`src/rtl/ex_mem_pkg.sv`:
```
// Shared types and constants for the EX/MEM pipeline boundary.
// The optional overflow counter is enabled with EX_MEM_OVF_COUNT_EN.
package ex_mem_pkg;

    localparam int NB_REG_DEF      = 32;
    localparam int NB_REG_ADDR_DEF = 5;
    localparam int NB_CAUSE_DEF    = 5;
    localparam int NB_OVF_COUNT    = 32;

    localparam logic [NB_CAUSE_DEF-1:0] CAUSE_OV = 5'd12;

    typedef enum logic {
        RUN  = 1'b0,
        TRAP = 1'b1
    } trap_state_t;

endpackage

```
`src/rtl/ex_ovf_trap_fsm.sv`:
```
// Overflow trap FSM: captures EPC/cause, holds the exception request and squashes
// younger instructions until acknowledged. Optional counter via EX_MEM_OVF_COUNT_EN.
//
// state | meaning
// RUN   | normal operation, watching for a trapping overflow
// TRAP  | exception pending, every capture squashed until i_exc_ack
module ex_ovf_trap_fsm
    import ex_mem_pkg::*;
#(
    parameter int NB_REG   = NB_REG_DEF,
    parameter int NB_CAUSE = NB_CAUSE_DEF
) (
    input  logic                    i_clock,
    input  logic                    i_reset,
    input  logic                    i_capture,
    input  logic                    i_valid,
    input  logic                    i_ovf_trap,
    input  logic                    i_alu_oe,
    input  logic [NB_REG-1:0]       i_pc,
    input  logic                    i_exc_ack,
`ifdef EX_MEM_OVF_COUNT_EN
    output logic [NB_OVF_COUNT-1:0] o_ovf_count,
`endif
    output logic                    o_squash,
    output logic                    o_exc_req,
    output logic [NB_REG-1:0]       o_epc,
    output logic [NB_CAUSE-1:0]     o_exc_cause
);

    trap_state_t state;
    logic        ovf_hit;

    assign ovf_hit  = (state == RUN) && i_valid && i_ovf_trap && i_alu_oe;
    // In TRAP the incoming instruction is squashed even when ack arrives on the same edge.
    assign o_squash = (state == TRAP) || ovf_hit;

    always_ff @(posedge i_clock) begin
        if (i_reset) begin
            state       <= RUN;
            o_exc_req   <= 1'b0;
            o_epc       <= '0;
            o_exc_cause <= '0;
`ifdef EX_MEM_OVF_COUNT_EN
            o_ovf_count <= '0;
`endif
        end else if (i_capture) begin
            case (state)
                RUN: begin
                    if (ovf_hit) begin
                        state       <= TRAP;
                        o_exc_req   <= 1'b1;
                        o_epc       <= i_pc;
                        o_exc_cause <= NB_CAUSE'(CAUSE_OV);
`ifdef EX_MEM_OVF_COUNT_EN
                        if (o_ovf_count != '1)
                            o_ovf_count <= o_ovf_count + 1'b1;
`endif
                    end
                end
                TRAP: begin
                    if (i_exc_ack) begin
                        state     <= RUN;
                        o_exc_req <= 1'b0;
                    end
                end
                default: begin
                    state     <= RUN;
                    o_exc_req <= 1'b0;
                end
            endcase
        end
    end

endmodule

```
`src/rtl/ex_mem_latch.sv`:
```
// EX/MEM pipeline register with stall/flush and precise arithmetic-overflow trap.
// Define EX_MEM_OVF_COUNT_EN to expose the saturating o_ovf_count output.
module ex_mem_latch
    import ex_mem_pkg::*;
#(
    parameter int NB_REG      = NB_REG_DEF,
    parameter int NB_REG_ADDR = NB_REG_ADDR_DEF,
    parameter int NB_CAUSE    = NB_CAUSE_DEF
) (
    input  logic                    i_clock,
    input  logic                    i_reset,
    input  logic                    i_stall,
    input  logic                    i_flush,
    input  logic                    i_valid,
    input  logic [NB_REG-1:0]       i_alu_result,
    input  logic                    i_alu_zero,
    input  logic                    i_alu_oe,
    input  logic                    i_ovf_trap,
    input  logic [NB_REG-1:0]       i_store_data,
    input  logic [NB_REG_ADDR-1:0]  i_write_reg,
    input  logic                    i_reg_write,
    input  logic                    i_mem_read,
    input  logic                    i_mem_write,
    input  logic                    i_mem_to_reg,
    input  logic [NB_REG-1:0]       i_pc,
    input  logic                    i_exc_ack,
`ifdef EX_MEM_OVF_COUNT_EN
    output logic [NB_OVF_COUNT-1:0] o_ovf_count,
`endif
    output logic                    o_valid,
    output logic [NB_REG-1:0]       o_alu_result,
    output logic                    o_zero,
    output logic [NB_REG-1:0]       o_store_data,
    output logic [NB_REG_ADDR-1:0]  o_write_reg,
    output logic                    o_reg_write,
    output logic                    o_mem_read,
    output logic                    o_mem_write,
    output logic                    o_mem_to_reg,
    output logic                    o_exc_req,
    output logic [NB_REG-1:0]       o_epc,
    output logic [NB_CAUSE-1:0]     o_exc_cause
);

    logic capture;
    logic squash;
    logic commit;

    assign capture = !i_flush && !i_stall;
    assign commit  = i_valid && !squash;

    ex_ovf_trap_fsm #(
        .NB_REG   (NB_REG),
        .NB_CAUSE (NB_CAUSE)
    ) u_trap_fsm (
        .i_clock     (i_clock),
        .i_reset     (i_reset),
        .i_capture   (capture),
        .i_valid     (i_valid),
        .i_ovf_trap  (i_ovf_trap),
        .i_alu_oe    (i_alu_oe),
        .i_pc        (i_pc),
        .i_exc_ack   (i_exc_ack),
`ifdef EX_MEM_OVF_COUNT_EN
        .o_ovf_count (o_ovf_count),
`endif
        .o_squash    (squash),
        .o_exc_req   (o_exc_req),
        .o_epc       (o_epc),
        .o_exc_cause (o_exc_cause)
    );

    always_ff @(posedge i_clock) begin
        if (i_reset || i_flush) begin
            o_valid      <= 1'b0;
            o_alu_result <= '0;
            o_zero       <= 1'b0;
            o_store_data <= '0;
            o_write_reg  <= '0;
            o_reg_write  <= 1'b0;
            o_mem_read   <= 1'b0;
            o_mem_write  <= 1'b0;
            o_mem_to_reg <= 1'b0;
        end else if (!i_stall) begin
            // Data fields always load; only the controls are gated by commit.
            o_alu_result <= i_alu_result;
            o_zero       <= i_alu_zero;
            o_store_data <= i_store_data;
            o_write_reg  <= i_write_reg;
            o_valid      <= commit;
            o_reg_write  <= commit && i_reg_write;
            o_mem_read   <= commit && i_mem_read;
            o_mem_write  <= commit && i_mem_write;
            o_mem_to_reg <= commit && i_mem_to_reg;
        end
    end

endmodule

```
`config.mk`:
```
export PLATFORM = sky130hd
export DESIGN_NAME = ex_mem_latch
export DESIGN_NICKNAME = d
export VERILOG_FILES = /design/src/rtl/ex_mem_pkg.sv /design/src/rtl/ex_ovf_trap_fsm.sv /design/src/rtl/ex_mem_latch.sv
export SDC_FILE = /design/constraint.sdc
export NUM_CORES = 1
export LEC_CHECK = 0
export BUFFER_PORTS_ARGS = -buffer_cell sky130_fd_sc_hd__buf_2
export CAP_MARGIN = 15
export CORE_MARGIN = 4
export CORE_UTILIZATION = 40
export CTS_BUF_LIST = sky130_fd_sc_hd__clkbuf_4 sky130_fd_sc_hd__clkbuf_8 sky130_fd_sc_hd__clkbuf_16
export CTS_CLUSTER_SIZE = 8
export DETAILED_ROUTE_END_ITERATION = 12
export PLACE_DENSITY = 0.73
export SYNTH_ARGS = -nofsm -noshare
export SYNTH_HDL_FRONTEND = slang
export SYNTH_SLANG_ARGS = --single-unit
```
`constraint.sdc`:
```
create_clock -name i_clock -period 3.3 [get_ports i_clock]
set_input_delay 0.33 -clock i_clock [delete_from_list [all_inputs] [get_ports i_clock]]
set_output_delay 0.33 -clock i_clock [all_outputs]
set_load 0.01 [all_outputs]
```
==> reports/results.ini <==
[run]
maxCapViolCount = 0

[floorplanning]
row_count = 37
core_area_sq_mm = 0.0103
io_pins = 227
chipWidth_um = 111
start_util_pct = 41.2
die_area_sq_mm = 0.0123
dieHeight_um = 111

[timing]
whs_ns = 0.191
worstMarginPinSlew_ns = 0.675
max_slew_margin_pct = 55.0
fin_crit_sh_pct = 52.3
fmax_ghz = 0.580
grt_setup_unrepaired = no
finalHoldViolations = 0
setup_violations = 0
finalWorstSetupSlack_ns = 1.58
period_needed_ns = 1.72
fin_skew_ns = 0.00768
finalSetupTns_ns = 0
slew_viol_final = 0

[detailed_routing]
via_per_inst = 4.62
routed_wl_um = 10900
drt_iter0_markers = 152
vias = 3464
top_layer = met4
wl_met1_um = 4410
met3_wirelength_um = 1180
first_pass_iters = 4
drt-wirelength-per-cell_um = 14.5
dr_wl_met2_um = 5190
drcViolationCount = 0
ant_nets = 0

[yosys]
synth-seq-cells = 110
synthCells = 401
syn_area_per_cell_sq_um = 10.6
syn-cell-area_sq_mm = 0.00425
yosys_warnings = 0
yosysSeqAreaShare_pct = 51.8
synth_cell_types = 23

[place]
gp_congestion = 0.797
dpl.hpwl_um = 8250
dpl-instance-area_sq_mm = 0.00538
io_buffers = 223
place_ws_ns = 1.19

[clock_tree]
max-clock-path-buffers = 2
cts_hold_buf = 0
cts_resized = 0
htree_levels = 3
cts_sinks = 110
clk_latency_ns = 0.36
cts_buffers = 9
cts_setup_buffers = 0
cts_tree = done
clk_pin_slew_ns = 0.10
root_buffer = clkbuf_8

[final_layout]
final_nets = 723
final_cell_mix = buf_2 (222), dfxtp_1 (110), mux2i_1 (102)
drive_gt1_share_pct = 40.2
seq_area_sq_mm = 0.00220
diodes = 0
area.growth.synth_to_final_pct = 31.6
top_regs = o_alu_result x32, o_store_data x32, u_trap_fsm.o_epc x32
final_common_cell = buf_2
multi_input_area_sq_mm = 0.00185
num-fill-cells = 934
stdcell_area_sq_mm = 0.00560

[grt]
grt-ovfl-total = 0
grt_pass1_wl_um = 17300
grt_start_max_net_pins = 68
grt_usage_pct = 17.1
grt_pass1_vias = 3521
antenna_found_initial = 0

[hold_path]
hold_class = in2reg

[pwr]
powerDensity_mw_per_mm2 = 454
leakage_nw = 2.80
vdd_drop_max_uv = 236

[critical_path]
path_max_fanout = 35
cp.arrival_ns = 2.01
worstSetupEndpointType = flip-flop
required_ns = 3.59
critPathKind = in2reg
cp-start-kind = input pin

[outcome]
run_status = complete, no violations

## where the power goes
part | internal (mW) | total [mW] | switching (mW)
clock network | 0.430 | 0.884 | 0.454
logic | 0.140 | 0.274 | 0.134
registers | 1.36 | 1.38 | 0.0183
## synthesized netlist by cell type
cell      count  area share, %
dfxtp_1     110             52
mux2i_1     102             24
nor2_1       76            6.7
nand2b_1     64            9.4
clkbuf_1     10           0.88
buf_2         8           0.94
buf_1         5           0.44
a32oi_1       4           0.82
buf_4         4           0.71
buf_12        3            1.4
a21oi_1       2           0.24
buf_6         2           0.53
a21bo_2       1           0.24
a22oi_1       1           0.18
a31oi_1       1           0.15
conb_1        1          0.088
inv_1         1          0.088
nand2_1       1          0.088
nor3b_2       1           0.29
nor3b_4       1           0.44
o21a_1        1           0.18
or2_1         1           0.15
or3b_1        1           0.21
## critical path, stage by stage
cell	delay, ns
buf_4	0.28
nor3b_4	0.39
nor3b_4	0.23
buf_4	0.48
mux2i_1	0.26
## per-layer routing
layer | global-route usage [%] | up-vias
met5 | 0 | -
met4 | 4.95 | 0
met3 | 7.91 | 9
met2 | 28.9 | 144
met1 | 19.5 | 1586
li1 | - | 1725
## stage by stage
step	power, mW	util (%)	cells
after detailed placement	1.69	52.1	734
after floorplan	1.57	-	403
after global placement	1.68	52.1	734
final	2.54	54.2	750
after global routing	2.67	54.2	750
after CTS	2.58	54.2	750
## final timing paths
| kind | cells past startpoint | start | slack (ns) | endpoint |
|---|---|---|---|---|
| setup reg to reg | 4 | u_trap_fsm.state | 1.58 | u_trap_fsm.o_epc[26] |
| hold / removal | 3 | i_store_data[24] | 0.19 | o_store_data[24] |
| setup / recovery | 5 | i_stall | 1.58 | u_trap_fsm.o_epc[26] |
| hold reg to reg | 2 | u_trap_fsm.o_epc[15] | 0.48 | u_trap_fsm.o_epc[15] |
## logic make-up (layout without fill, tap and decap cells)
family          Yosys count  in the layout  synth area share [%]
buf+inv                  33            244                  5.00
flops                   110            110                  51.8
other cells               1              3                0.0882
mux                     102            102                  24.0
compound gates           10             10                  1.80
simple gates            145            145                  17.3
## area by class of cell
class / instances / share of cell area, %
well taps: 136 / 3.04
clock inverters: 7 / 1.74
repair buffers: 227 / 20.5
multi-input cells: 260 / 33.1
flip-flops and latches: 110 / 39.3
clock buffers: 9 / 2.21
inverters: 1 / 0.0671
No activity file was read; power rests on OpenSTA's default activity.
